**src/rtl/display_scan_ctrl.sv**
```systemverilog
// Four-digit multiplexed 7-segment scanner with per-slot blanking,
// leading-zero suppression and frame-synchronous data update.
module display_scan_ctrl #(
   parameter int TICK_DIV     = 100000,
   parameter int BLANK_CYCLES = 500
) (
   input  logic        clock,
   input  logic        reset,
   input  logic [15:0] digits,
   input  logic [3:0]  dp_mask,
   input  logic [3:0]  digit_en,
   input  logic        lz_suppress,
   input  logic        load,
   output logic [3:0]  an,
   output logic [6:0]  seg,
   output logic        dp,
   output logic        frame_done
);

   localparam int            CW        = (TICK_DIV > 2) ? $clog2(TICK_DIV) : 1;
   localparam logic [CW-1:0] CNT_MAX   = CW'(TICK_DIV - 1);
   localparam logic [CW-1:0] BLANK_LIM = CW'(BLANK_CYCLES);

   typedef enum logic [0:0] {ST_BLANK = 1'b0, ST_DRIVE = 1'b1} state_t;

   state_t        state_r, state_nxt_s;
   logic [CW-1:0] cnt_r, cnt_nxt_s;
   logic [1:0]    idx_r, idx_nxt_s;
   logic          slot_wrap_s, frame_wrap_s;
   logic [15:0]   pend_dig_r, act_dig_r;
   logic [3:0]    pend_dp_r, act_dp_r;
   logic [3:0]    nib_s;
   logic          dp_bit_s;
   logic [3:0]    lz_s;
   logic [3:0]    an_nxt_s, an_r;
   logic [6:0]    seg_nxt_s, seg_r;
   logic          dp_nxt_s, dp_r, frame_done_r;

   function automatic logic [6:0] hex7(input logic [3:0] nib);
      case (nib)
         4'h0:    hex7 = 7'b1000000;
         4'h1:    hex7 = 7'b1111001;
         4'h2:    hex7 = 7'b0100100;
         4'h3:    hex7 = 7'b0110000;
         4'h4:    hex7 = 7'b0011001;
         4'h5:    hex7 = 7'b0010010;
         4'h6:    hex7 = 7'b0000010;
         4'h7:    hex7 = 7'b1111000;
         4'h8:    hex7 = 7'b0000000;
         4'h9:    hex7 = 7'b0010000;
         4'hA:    hex7 = 7'b0001000;
         4'hB:    hex7 = 7'b0000011;
         4'hC:    hex7 = 7'b1000110;
         4'hD:    hex7 = 7'b0100001;
         4'hE:    hex7 = 7'b0000110;
         4'hF:    hex7 = 7'b0001110;
         default: hex7 = 7'b1111111;
      endcase
   endfunction

   // Slot/digit counters and blank/drive state transitions
   always_comb begin
      slot_wrap_s  = (cnt_r == CNT_MAX);
      frame_wrap_s = slot_wrap_s && (idx_r == 2'd3);
      cnt_nxt_s    = slot_wrap_s ? {CW{1'b0}} : cnt_r + CW'(1);
      idx_nxt_s    = slot_wrap_s ? idx_r + 2'd1 : idx_r;
      state_nxt_s  = ST_BLANK;
      case (state_r)
         ST_BLANK: begin
            if (cnt_nxt_s >= BLANK_LIM) state_nxt_s = ST_DRIVE;
            else                        state_nxt_s = ST_BLANK;
         end
         ST_DRIVE: begin
            if (slot_wrap_s) state_nxt_s = ST_BLANK;
            else             state_nxt_s = ST_DRIVE;
         end
         default: state_nxt_s = ST_BLANK;
      endcase
   end

   // Active digit selection, leading-zero detection and output decode
   always_comb begin
      case (idx_r)
         2'd0:    nib_s = act_dig_r[3:0];
         2'd1:    nib_s = act_dig_r[7:4];
         2'd2:    nib_s = act_dig_r[11:8];
         2'd3:    nib_s = act_dig_r[15:12];
         default: nib_s = 4'h0;
      endcase
      dp_bit_s = act_dp_r[idx_r];
      // digit k blanks only if it and every higher digit is zero with no dp
      lz_s[3] = (act_dig_r[15:12] == 4'h0) && !act_dp_r[3];
      lz_s[2] = lz_s[3] && (act_dig_r[11:8] == 4'h0) && !act_dp_r[2];
      lz_s[1] = lz_s[2] && (act_dig_r[7:4] == 4'h0) && !act_dp_r[1];
      lz_s[0] = 1'b0;
      an_nxt_s  = 4'b1111;
      seg_nxt_s = 7'h7F;
      dp_nxt_s  = 1'b1;
      if (state_r == ST_DRIVE) begin
         if (digit_en[idx_r] && !(lz_suppress && lz_s[idx_r])) an_nxt_s = ~(4'b0001 << idx_r);
         else                                                  an_nxt_s = 4'b1111;
         seg_nxt_s = hex7(nib_s);
         dp_nxt_s  = ~dp_bit_s;
      end else begin
         an_nxt_s  = 4'b1111;
         seg_nxt_s = 7'h7F;
         dp_nxt_s  = 1'b1;
      end
   end

   // State, data registers and registered outputs
   always_ff @(posedge clock) begin
      if (reset) begin
         state_r      <= ST_BLANK;
         cnt_r        <= {CW{1'b0}};
         idx_r        <= 2'd0;
         pend_dig_r   <= 16'h0000;
         pend_dp_r    <= 4'h0;
         act_dig_r    <= 16'h0000;
         act_dp_r     <= 4'h0;
         an_r         <= 4'b1111;
         seg_r        <= 7'h7F;
         dp_r         <= 1'b1;
         frame_done_r <= 1'b0;
      end else begin
         state_r      <= state_nxt_s;
         cnt_r        <= cnt_nxt_s;
         idx_r        <= idx_nxt_s;
         an_r         <= an_nxt_s;
         seg_r        <= seg_nxt_s;
         dp_r         <= dp_nxt_s;
         frame_done_r <= frame_wrap_s;
         if (load) begin
            pend_dig_r <= digits;
            pend_dp_r  <= dp_mask;
         end
         // a load on the boundary bypasses pending so this frame gets it
         if (frame_wrap_s) begin
            act_dig_r <= load ? digits  : pend_dig_r;
            act_dp_r  <= load ? dp_mask : pend_dp_r;
         end
      end
   end

   assign an         = an_r;
   assign seg        = seg_r;
   assign dp         = dp_r;
   assign frame_done = frame_done_r;

endmodule

```
**config.mk**
```make
export PLATFORM = sky130hd
export DESIGN_NAME = display_scan_ctrl
export DESIGN_NICKNAME = d
export VERILOG_FILES = /design/src/rtl/display_scan_ctrl.sv
export SDC_FILE = /design/constraint.sdc
export NUM_CORES = 1
export LEC_CHECK = 0
export CAP_MARGIN = 20
export CORE_ASPECT_RATIO = 0.8
export CORE_MARGIN = 2
export CORE_UTILIZATION = 55
export CTS_BUF_LIST = sky130_fd_sc_hd__clkbuf_4
export DETAILED_ROUTE_END_ITERATION = 16
export PLACE_DENSITY = 0.79
export SYNTH_ARGS = -nofsm -noshare
export SYNTH_HDL_FRONTEND = slang
export SYNTH_SLANG_ARGS = --single-unit
```
**constraint.sdc**
```tcl
create_clock -name clock -period 4.7 [get_ports clock]
set_input_delay 1.41 -clock clock [delete_from_list [all_inputs] [get_ports clock]]
set_output_delay 1.41 -clock clock [all_outputs]
set_load 0.01 [all_outputs]
```
## Word-level counts from Yosys, hierarchy flattened

Memory sizes are Yosys's and may differ from the RTL's. A register that Yosys moved wholly into a read port is not among the register bits.
Cells that the tools add are included.

- Memories kept: 1
- Input port bits: 28
- Output and inout bits: 13
- Word-level logic and storage cells: 55
- Bits in read-only memories: 112
- Flip-flop bits (word level): 66

Memory list:

| memory | depth | width | read ports | clocked after Yosys merged registers in | write ports | line | text |
|---|---|---|---|---|---|---|---|
| (name not given) | 16 | 7 | 1 | 1 | 0 | 40 | `case (nib)` |

- $lt $le $gt $ge: 2
- Equality and inequality tests: 4
- Shifts and indexed selects: 1
- Add/subtract/negate cells: 2
- Muxes and demuxes: 13
- Bitwise gates (word level): 4
- Reductions and logical operators: 18

Operator list:

| operator | count |
|---|---|
| 17-bit by 1-bit adder with 17-bit output (second input constant) | 1 |
| 17-bit == test (second input constant) | 1 |
| 17-bit by 9-bit >= comparator with 1-bit output (second input constant) | 1 |
| 17-bit 2-to-1 mux | 1 |
| 16-bit 2-to-1 mux | 1 |
| 4-bit one-hot mux with 4 select lines | 1 |
| 4-bit zero test | 3 |
| 1-bit logical AND | 8 |
| 1-bit binary-select mux with 2-bit select | 3 |
| 1-bit 2-to-1 mux | 5 |
| 2-bit == test (second input constant) | 2 |
| 1-bit zero test | 4 |
| 4-bit 2-to-1 mux | 1 |
| 4-bit NOT | 1 |
| 1-bit by 2-bit left shift with 4-bit output (first input constant) | 1 |
| 2-bit by 3-bit < comparator with 1-bit output (second input constant) | 1 |
| 1-bit NOT | 3 |
| 3-bit OR reduction | 1 |
| 2-bit by 1-bit adder with 2-bit output (second input constant) | 1 |
| 2-bit by 1-bit == test with 1-bit output (second input constant) | 1 |
| 2-bit zero test | 1 |
| 1-bit one-hot mux with 2 select lines | 1 |
| 2-bit OR reduction | 1 |

## Longest topological paths before layout

Gate-level depths: netlist of run 1.

- Word-level depth: 13
- Mapped depth: 10
- Gate-level depth less buffers: 10

## Worst setup path after synthesis of run 1

OpenSTA, ideal clock, no wires.

- Path kind: input port to flip-flop
- From: in load
- To: reg pend_dig_r[12]
- Buffers on the path: 1
- Library setup time: 0.128 ns
- Path slack: 2.257 ns
- Data required time: 4.572 ns
- Arrival time: 2.315 ns
- Cell stages on the path: 3
- Cells stage by stage: clkbuf_1 mux2_2 nor2b_1

- Word-level cells in the longest chain between the ends: 1

RTL lines:

| what | line | text |
|---|---|---|
| from (decl) | 13 | `input logic load,` |
| 16-bit 2-to-1 mux | - |  |
| to (signal assigned) | 134 | `pend_dig_r <= digits;` |
| to (decl) | 30 | `logic [15:0] pend_dig_r, act_dig_r;` |

No other way between the ends.
A chain may end at the register's enable or synchronous reset.

## Worst setup path after layout of run 1

- From: reg idx_r[0]
- To: reg seg_r[6], in the netlist seg[6]

- Word-level cells in the longest chain between the ends: 2
- Elaborated cells between the ends (all ways): 5
- Classes of those cells: eq/ne (3); mux (1); reduce/logical (1)

RTL lines:

| what | line | text |
|---|---|---|
| from (decl) | 28 | `logic [1:0] idx_r, idx_nxt_s;` |
| from (signal assigned) | 128 | `idx_r <= idx_nxt_s;` |
| 2-bit == test, or another cell as far along | 83 | `case (idx_r)` |
| 4-bit one-hot mux with 4 select lines * | 83 |  |
| to (decl) | 36 | `logic [6:0] seg_nxt_s, seg_r;` |

Every way passes the cells marked *; elsewhere a longest branch is shown, timed or not.

==> flow_metrics.env, run 1 <==
export IMPL_core_area_sq_um=5940
export IMPL_dr_pass1_iters=4
export IMPL_synth_nets=424
export IMPL_io_pins=41
export IMPL_place_congestion=0.913
export IMPL_synth_top_cell_area_share=0.428
export IMPL_yosys_top_cells_area="dfxtp_1 43%, mux2i_1 6.7%, nand2_1 5.5%"
export IMPL_antenna_found_initial=0
export IMPL_cp_max_fo=7
export IMPL_viasPerCell=5.54
export IMPL_pwr_share_clk=0.391
export IMPL_synthArstFlopShare=0
export IMPL_clock_latency_ns=0.43
export IMPL_r2r_start="idx_r[0]"
export IMPL_slew_headroom=0.519
export IMPL_grtUsageTotal=0.218
export IMPL_synthFlopType="dfxtp_1"
export IMPL_finalCriticalPeriod_ns=2.78
export IMPL_setup_worst_path_start="idx_r[0]"
export IMPL_grt_pass1_vias=2448
export IMPL_cp_data_arrival_time_ns=3.08
export IMPL_powerDensity_nw_per_um2=290
export IMPL_clk_pin_slew_ns=0.13
export IMPL_grt_setup_unrepaired="false"
export IMPL_clock_path_buffers=2
export IMPL_path_class="flop to flop"
export IMPL_placed_cells=485
export IMPL_drtIter0Drc=151
export IMPL_wl_um=7130
export IMPL_maxCapViolCount=0
export IMPL_vias=2774
export IMPL_end_kind="flop"
export IMPL_syn_area_sq_um=3420
export IMPL_crit_path_max_incr_delay_ns=0.53
export IMPL_io_buffers=40
export IMPL_mostFrequentLayoutCells="73 x dfxtp_1, 50 x nand2_1, 42 x nor2_1, 40 x clkdlybuf4s50_1, 27 x a21oi_1"
export IMPL_instances_no_fill=501
export IMPL_p_seq_frac=0.550
export IMPL_synth_top_area_cell="dfxtp_1"
export IMPL_synth_seq_area_share=0.428
export IMPL_period_share=0.593
export IMPL_finalNetCount=456
export IMPL_cts_setup_buffers=0
export IMPL_synth_cell_type_count=52
export IMPL_hpwl_um=5140
export IMPL_ant_nets=0
export IMPL_seq_area_sq_um=1460
export IMPL_final_util=0.673
export IMPL_fillers=502
export IMPL_crit_required_ns=4.99
export IMPL_drc=0
export IMPL_yosysWarnings=0
export IMPL_cts_buffers=9
export IMPL_cp_slowest_cell="dfxtp_1"
export IMPL_multi_input_area_sq_um=1800
export IMPL_ctsResizeCount=0
export IMPL_die_w_um=92.1
export IMPL_cp_cell_sequence="inv_1, ha_1, a222oi_1, nand2_1, o21ai_0, inv_1, ha_1, nor2b_1, a21oi_1, o211ai_1"
export IMPL_leakage_uw=0.00145
export IMPL_peakVddDrop_mv=0.258
export IMPL_critPathLaunchType="flop"
export IMPL_die_area_sq_um=6870
export IMPL_cts_tree="yes"
export IMPL_cts_root_buf="clkbuf_4"
export IMPL_drive_gt1_frac=0.0833
export IMPL_internal_power_uw=890
export IMPL_worstHoldStart="act_dig_r[0]"
export IMPL_mostFrequentLayoutCell="dfxtp_1"
export IMPL_clock_sinks=73
export IMPL_n_antenna_cell=0
export IMPL_synth_edf_count=0
export IMPL_htreeDepth=3
export IMPL_outcome="completed"
export IMPL_swShare=0.232
export IMPL_hold_viol=0
export IMPL_setup_tns_ns=0
export IMPL_syn_inst=383
export IMPL_rows=25
export IMPL_postCtsHoldBufs=0
export IMPL_worst_hold_path_type="flop to flop"
export IMPL_pwr_share_comb=0.059
export IMPL_grt_remaining_overflow=0
export IMPL_finClkSkew_ns=0.0131
export IMPL_avgSynthCellArea_sq_um=8.93
export IMPL_die_h_um=74.5
export IMPL_setup_violations=0
export IMPL_tightest_slew_ns=0.721
export IMPL_fin_hold_ws_ns=0.471
export IMPL_slew_viol_final=0
export IMPL_area_growth_pct=17.0
export IMPL_fmax_mhz=359
export IMPL_ys_seq_elements=73
export IMPL_wire_per_inst_um=14.2
export IMPL_switching_power_uw=268
export IMPL_grt_max_degree=51
export IMPL_start_util=0.575
export IMPL_grt_pass1_wl_um=11600
==> path summary, 6_finish.rpt <==
kind / end / slack (ns) / depth (start not counted)
setup / recovery: seg[6] / 1.92 / 10
hold / removal: act_dig_r[0] / 0.47 / 2
setup reg to reg: seg[6] / 1.92 / 10
hold reg to reg: act_dig_r[0] / 0.47 / 2
==> metal layers <==
metal  wire [um]  GRT usage
met2        3050      0.325
met5           0          0
met4         133     0.0862
met3         391     0.0648
met1        3550      0.302
==> final cells by class <==
| cell class | instances | share of cell area |
|---|---|---|
| clock buffers | 9 | 0.0169 |
| clock inverters | 7 | 0.0253 |
| inverters | 13 | 0.0122 |
| multi-input cells | 276 | 0.451 |
| flip-flops and latches | 73 | 0.365 |
| well taps | 81 | 0.0253 |
| repair buffers | 42 | 0.104 |
==> per-stage QoR <==
stage,total power (uW),setup slack [ns],cell area (sq um)
finish,1160,1.92,4000
global route,1210,1.72,4000
CTS,1170,1.96,4000
detailed placement,720,1.61,3830
global placement,717,1.67,3830
floorplan,689,2.26,3420
==> synthesized netlist by cell type, types with 2 or more instances <==
master and count:
a21oi_1 27, a222oi_1 3, a31oi_1 3, and2_1 2
and4_1 3, buf_2 4, buf_4 3, clkbuf_1 11
dfxtp_1 73, ha_1 13, inv_1 12, mux2_2 5
mux2i_1 23, mux4_2 2, nand2_1 50, nand2b_1 17
nand3_1 9, nand4_1 3, nor2_1 42, nor2b_1 9
nor3_1 5, nor4_1 4, nor4_2 2, o211ai_1 4
o21ai_0 6, o221ai_1 2, o31ai_1 3, o41ai_1 2
or2_2 2, or3_1 2, or4_1 2, or4_4 2
xnor2_1 9, xor2_1 6
==> logic make-up (layout without fill, tap and decap cells) <==
logic type / count (synthesis) / in the layout / synth area share
AND/OR/NAND/NOR: 161 / 161 / 0.240
flip-flops: 73 / 73 / 0.428
AO/OA/AOI/OAI: 57 / 57 / 0.105
buffers and inverters: 34 / 71 / 0.0447
multiplexers: 30 / 30 / 0.0970
XOR/XNOR: 15 / 15 / 0.0384
adder cells (fa/ha/maj): 13 / 13 / 0.0476
==> flip-flops by register name (all words and copies together), names as in the netlist, 2 cells and up <==
name        cells
seg             7
cnt_r          17
act_dp_r        4
idx_r           2
pend_dp_r       4
an              4
act_dig_r      16
pend_dig_r     16
==> power groups by stage <==
| stage | Sequential, uW | Combinational (uW) | Clock [uW] |
|---|---|---|---|
| CTS | 637 | 69.1 | 462 |
| finish | 637 | 68.5 | 453 |
| global route | 639 | 74.6 | 494 |
| global placement | 650 | 67.2 | 0 |
| floorplan | 648 | 40.4 | 0 |
| detailed placement | 651 | 68.4 | 0 |
==> worst max-delay path: cells and delay by family (launching register included) <==
family / cells / cell delay, ns
AOI/OAI and AO/OA: 4 / 0.94
adders and majority gates: 2 / 0.57
and+or+nand+nor: 2 / 0.26
buffers and inverters: 2 / 0.34
DFF: 1 / 0.53
Note: power is estimated with default switching activity, not from simulation.
==> run 2: changes to the inputs <==
- CORE_UTILIZATION: 55 -> 52
- PLACE_DENSITY: 0.79 -> 0.78
- clock period: 4.7 -> 2.3 ns (I/O delays scaled with it)
==> run 2 against run 1 <==
Non-clock buffer count is 9 higher. Worst setup slack got worse by 1.8 ns. Register-to-register slack got worse by 1.8 ns. Critical endpoint is now seg[3]. Highest routed layer unchanged. Largest cell class unchanged. Via count is 0.90% lower.
==> flow_metrics.env, run 2 (synthesis gave the netlist of run 1 again) <==
export IMPL_outcome="completed"
export IMPL_slew_headroom=0.669
export IMPL_die_h_um=76.5
export IMPL_path_class="flop to flop"
export IMPL_wl_met1_um=3510
export IMPL_die_area_sq_um=7240
export IMPL_core_area_sq_um=6380
export IMPL_io_buffers=40
export IMPL_grt_pass1_wl_um=11900
export IMPL_worstHoldStart="act_dig_r[1]"
export IMPL_start_util=0.536
export IMPL_vias=2749
export IMPL_cts_buffers=9
export IMPL_wl_um=7180
export IMPL_top_register="cnt_r"
export IMPL_grt_remaining_overflow=0
export IMPL_viasPerCell=5.37
export IMPL_cp_slowest_cell="a222oi_1"
export IMPL_wl_met2_um=3030
export IMPL_leakage_uw=0.00149
export IMPL_p_seq_frac=0.588
export IMPL_r2r_cells=9
export IMPL_finClkSkew_ns=0.0157
export IMPL_fillers=565
export IMPL_swShare=0.234
export IMPL_hold_path_end="act_dig_r[1]"
export IMPL_clock_sinks=73
export IMPL_multi_input_area_sq_um=1820
export IMPL_place_congestion=0.954
export IMPL_mostFrequentLayoutCells="71 x dfxtp_1, 50 x nand2_1, 42 x nor2_1, 40 x clkdlybuf4s50_1, 26 x a21oi_1"
export IMPL_peakVddDrop_mv=0.321
export IMPL_maxCapViolCount=0
export IMPL_r2r_end="seg[3]"
export IMPL_powerDensity_nw_per_um2=541
export IMPL_cts_root_buf="clkbuf_4"
export IMPL_hold_depth=2
export IMPL_io_pins=41
export IMPL_fmax_mhz=462
export IMPL_grtUsageTotal=0.208
export IMPL_wl_met3_um=482
export IMPL_postCtsHoldBufs=0
export IMPL_clock_path_buffers=2
export IMPL_cp_top_family="compound AO/OA/AOI/OAI gates"
export IMPL_grt_max_degree=47
export IMPL_internal_power_uw=1690
export IMPL_crit_cells=9
export IMPL_cp_data_arrival_time_ns=2.51
export IMPL_grt_pass1_vias=2536
export IMPL_pwr_share_comb=0.066
export IMPL_final_util=0.641
export IMPL_crit_required_ns=2.64
export IMPL_finalNetCount=465
export IMPL_antenna_found_initial=0
export IMPL_drive_gt1_frac=0.110
export IMPL_cp_cell_sequence="inv_1, ha_2, a222oi_1, a21oi_4, inv_2, ha_1, mux2i_1, mux2_2, nand2_1"
export IMPL_hold_viol=0
export IMPL_finalCriticalPeriod_ns=2.17
export IMPL_crit_path_max_incr_delay_ns=0.49
export IMPL_worst_hold_path_type="flop to flop"
export IMPL_slew_viol_final=0
export IMPL_ant_nets=0
export IMPL_period_share=0.942
export IMPL_clk_pin_slew_ns=0.12
export IMPL_dr_pass1_iters=4
export IMPL_top_layer="met4"
export IMPL_n_antenna_cell=0
export IMPL_grt_setup_unrepaired="false"
export IMPL_setup_tns_ns=0
export IMPL_setup_violations=0
export IMPL_switching_power_uw=518
export IMPL_seq_area_sq_um=1470
export IMPL_critPathLaunchType="flop"
export IMPL_post_place_ws_ns=-0.0380
export IMPL_mostFrequentLayoutCell="dfxtp_1"
export IMPL_r2r_start="idx_r[0]"
export IMPL_wire_per_inst_um=14.0
export IMPL_rows=26
export IMPL_cts_tree="yes"
export IMPL_tightest_slew_ns=0.492
export IMPL_clock_latency_ns=0.44
export IMPL_rrSetupSlack_ns=0.13
export IMPL_drtIter0Drc=197
export IMPL_htreeDepth=3
export IMPL_reg_top3="cnt_r (17), act_dig_r (16), pend_dig_r (16)"
export IMPL_largest_reg_flops=17
export IMPL_cp_max_fo=6
export IMPL_area_growth_pct=19.6
export IMPL_end_kind="flop"
export IMPL_drc=0
export IMPL_die_w_um=94.6
export IMPL_hpwl_um=5190
export IMPL_crit_buf_inv=2
export IMPL_worst_slack_ns=0.134
export IMPL_pwr_share_clk=0.346
==> run 2: how the worst max path moves through the flow <==
stage                  start  endpoint  slack [ns]
finish              idx_r[0]    seg[3]        0.13
detailed placement  idx_r[1]    seg[3]       -0.04
CTS                 idx_r[1]    seg[3]       0.002
global route        cnt_r[0]   state_r       0.001
global placement    idx_r[1]    seg[3]        0.13
floorplan           idx_r[0]    seg[3]         0.1
==> run 2: layout make-up <==
type	count	share of cell area
multi-input combinational	276	0.445
clock buffer	9	0.0165
tap	84	0.0257
sequential	73	0.359
timing repair buffer	51	0.127
inverter	13	0.0119
clock inverter	6	0.0147
==> run 2: worst min-delay path, cell delays in order, from the launching register on <==
cell and delay (ns):
dfxtp_1 0.33, nand2_1 0.05, a21oi_1 0.05
==> run 2: what timing repair did <==
action / CTS / global route
cloned: 0 / 0
pin swaps: 0 / 3
endpoints found under the setup margin: 1 / 6
setup buffers: 0 / 1
resized for setup: 2 / 6
==> run 2: per-stage QoR <==
step	cells	hold slack [ns]	cell area [sq um]	total power, uW
detailed placement	496	0.453	3930	1480
floorplan	383	0.429	3420	1410
global placement	496	0.449	3930	1470
CTS	511	0.468	4070	2230
global route	512	0.500	4090	2300
finish	512	0.466	4090	2210
==> run 2: per-layer routing <==
metal	track usage	vias up
met3	0.0653	16
met4	0.0855	0
li1	-	1401
met1	0.298	1250
met2	0.288	82
met5	0	-
==> run 2: power by group through the flow <==
stage	Sequential, uW	Combinational (uW)	Clock [uW]
after floorplan	1320	82.5	0
after global placement	1330	144	0
after detailed placement	1330	146	0
after CTS	1300	147	782
after global routing	1300	160	841
final	1300	146	766
==> run 3: changes to the inputs <==
- MAX_ROUTING_LAYER: not set -> met4
==> run 3 against run 2 <==
Critical endpoint unchanged. Highest routed layer unchanged. Clock skew down 0.0025 ns. Sequential power barely moved. Utilization rose by 0.82 points. Total power rose by 7.3%. Final cell count grew 0.59%. Register-to-register slack worse by 0.03 ns. Critical path type unchanged. Clock-buffer cell count is the same. Non-clock buffer count increased by 2.
==> flow_metrics.env, run 3 (synthesis gave the netlist of run 1 again) <==
export IMPL_hold_viol=0
export IMPL_power_total_uw=2370
export IMPL_setup_violations=0
export IMPL_end_kind="flop"
export IMPL_io_pins=41
export IMPL_drive_gt1_frac=0.121
export IMPL_crit_buf_inv=2
export IMPL_crit_required_ns=2.63
export IMPL_tightest_slew_ns=0.463
export IMPL_fillers=553
export IMPL_reg_top3="cnt_r (17), act_dig_r (16), pend_dig_r (16)"
export IMPL_slew_headroom=0.689
export IMPL_htreeDepth=3
export IMPL_cts_tree="yes"
export IMPL_swShare=0.232
export IMPL_peakVddDrop_mv=0.432
export IMPL_wl_um=7150
export IMPL_crit_path_max_incr_delay_ns=0.38
export IMPL_cp_data_arrival_time_ns=2.52
export IMPL_post_place_ws_ns=0.00231
export IMPL_cp_top_family="adder cells"
export IMPL_viasPerCell=5.43
export IMPL_switching_power_uw=550
export IMPL_mostFrequentLayoutCells="71 x dfxtp_1, 50 x nand2_1, 42 x nor2_1, 40 x clkdlybuf4s50_1, 26 x a21oi_1"
export IMPL_p_seq_frac=0.548
export IMPL_ant_nets=0
export IMPL_worst_slack_ns=0.108
export IMPL_internal_power_uw=1820
export IMPL_n_antenna_cell=0
export IMPL_grt_remaining_overflow=0
export IMPL_cts_buffers=9
export IMPL_seq_area_sq_um=1470
export IMPL_wire_per_inst_um=13.9
export IMPL_cp_slowest_cell="dfxtp_4"
export IMPL_antenna_found_initial=0
export IMPL_die_h_um=76.5
export IMPL_postCtsHoldBufs=0
export IMPL_outcome="completed"
export IMPL_path_class="flop to flop"
export IMPL_grt_pass1_wl_um=12100
export IMPL_setup_tns_ns=0
export IMPL_r2r_start="idx_r[0]"
export IMPL_place_congestion=0.933
export IMPL_cp_max_fo=5
export IMPL_rows=26
export IMPL_io_buffers=40
export IMPL_grt_max_degree=47
export IMPL_top_register="cnt_r"
export IMPL_clock_latency_ns=0.43
export IMPL_worstHoldStart="act_dig_r[1]"
export IMPL_clk_pin_slew_ns=0.12
export IMPL_clock_sinks=73
export IMPL_critPathLaunchType="flop"
export IMPL_r2r_end="seg[3]"
export IMPL_largest_reg_flops=17
export IMPL_area_growth_pct=21.2
export IMPL_dr_pass1_iters=4
export IMPL_pwr_share_comb=0.061
export IMPL_multi_input_area_sq_um=1810
export IMPL_rrSetupSlack_ns=0.11
export IMPL_cp_cell_sequence="inv_1, ha_2, a222oi_1, nand2_1, o21ai_0, inv_1, ha_1, mux2i_1, mux2_2, nand2_1"
export IMPL_hold_depth=2
export IMPL_finalCriticalPeriod_ns=2.19
export IMPL_grtUsageTotal=0.220
export IMPL_powerDensity_nw_per_um2=573
export IMPL_drtIter0Drc=264
export IMPL_hpwl_um=5250
export IMPL_vias=2794
export IMPL_mostFrequentLayoutCell="dfxtp_1"
export IMPL_die_w_um=94.6
export IMPL_finClkSkew_ns=0.0133
export IMPL_fmax_mhz=456
export IMPL_period_share=0.953
export IMPL_slew_viol_final=0
export IMPL_pwr_share_clk=0.391
export IMPL_start_util=0.536
export IMPL_grt_pass1_vias=2539
export IMPL_cts_root_buf="clkbuf_4"
export IMPL_r2r_cells=10
export IMPL_die_area_sq_um=7240
export IMPL_leakage_uw=0.00151
export IMPL_hold_path_end="act_dig_r[1]"
export IMPL_drc=0
export IMPL_finalNetCount=467
export IMPL_grt_setup_unrepaired="false"
export IMPL_core_area_sq_um=6380
export IMPL_worst_hold_path_type="flop to flop"
export IMPL_maxCapViolCount=0
export IMPL_clock_path_buffers=2
## run 3: cell count changes in the layout (fill, tap and decap cells not counted), sizes merged
cell	change
inv	+1
bufinv	+1
buf	+2
clkinv	-1
## run 3: per-layer routing
layer  part of all wire  wire, um  track usage  vias to the layer above
li1                   -         -            -                     1411
met1               0.48      3440        0.308                     1289
met2               0.43      3090        0.301                       84
met3              0.075       538       0.0772                       10
met4              0.012        87       0.0609                        0
met5                  0         0            -                        -
## run 3: worst max-delay path by stage
stage / endpoint / from / slack [ns] / cells past startpoint
2_1_floorplan: seg[3] / idx_r[0] / 0.1 / 10
3_3_place_gp: seg[5] / idx_r[0] / 0.15 / 10
3_5_place_dp: seg[3] / idx_r[0] / 0.002 / 10
4_1_cts: seg[3] / idx_r[1] / 0.006 / 10
5_1_grt: seg[3] / idx_r[0] / 0.02 / 10
6_report: seg[3] / idx_r[0] / 0.11 / 10
## run 3: worst reg2reg max path, stage by stage, from the launching register on
cell,delay [ns]
dfxtp_4,0.38
inv_1,0.08
ha_2,0.23
a222oi_1,0.36
nand2_1,0.10
o21ai_0,0.11
inv_1,0.14
ha_1,0.31
mux2i_1,0.17
mux2_2,0.18
nand2_1,0.04
## run 3: final cells by class
cell class	count	area share
clock buffers	9	0.0163
multi-input cells	276	0.438
flip-flops and latches	73	0.355
inverters	13	0.0118
clock inverters	7	0.0248
repair buffers	53	0.129
well taps	84	0.0254
## run 3: repair_timing
action,CTS,global route
resized for setup,1,7
setup buffers,0,2
endpoints found under the setup margin,2,6
pin swaps,0,3
## run 3: power groups by stage
stage	clock network (uW)	registers (uW)	logic [uW]
2_1_floorplan	0	1320	82.5
3_3_place_gp	0	1330	143
3_5_place_dp	0	1330	145
4_1_cts	958	1300	146
5_1_grt	1010	1300	160
6_report	927	1300	145
## run 3: stage by stage
| step | utilization | hold slack [ns] | cells | instance area, sq um |
|---|---|---|---|---|
| final | 0.650 | 0.463 | 515 | 4140 |
| after global routing | 0.650 | 0.487 | 515 | 4140 |
| after CTS | 0.645 | 0.467 | 513 | 4110 |
| after detailed placement | 0.618 | 0.450 | 497 | 3940 |
| after global placement | 0.618 | 0.450 | 497 | 3940 |
| after floorplan | - | 0.429 | 383 | 3420 |
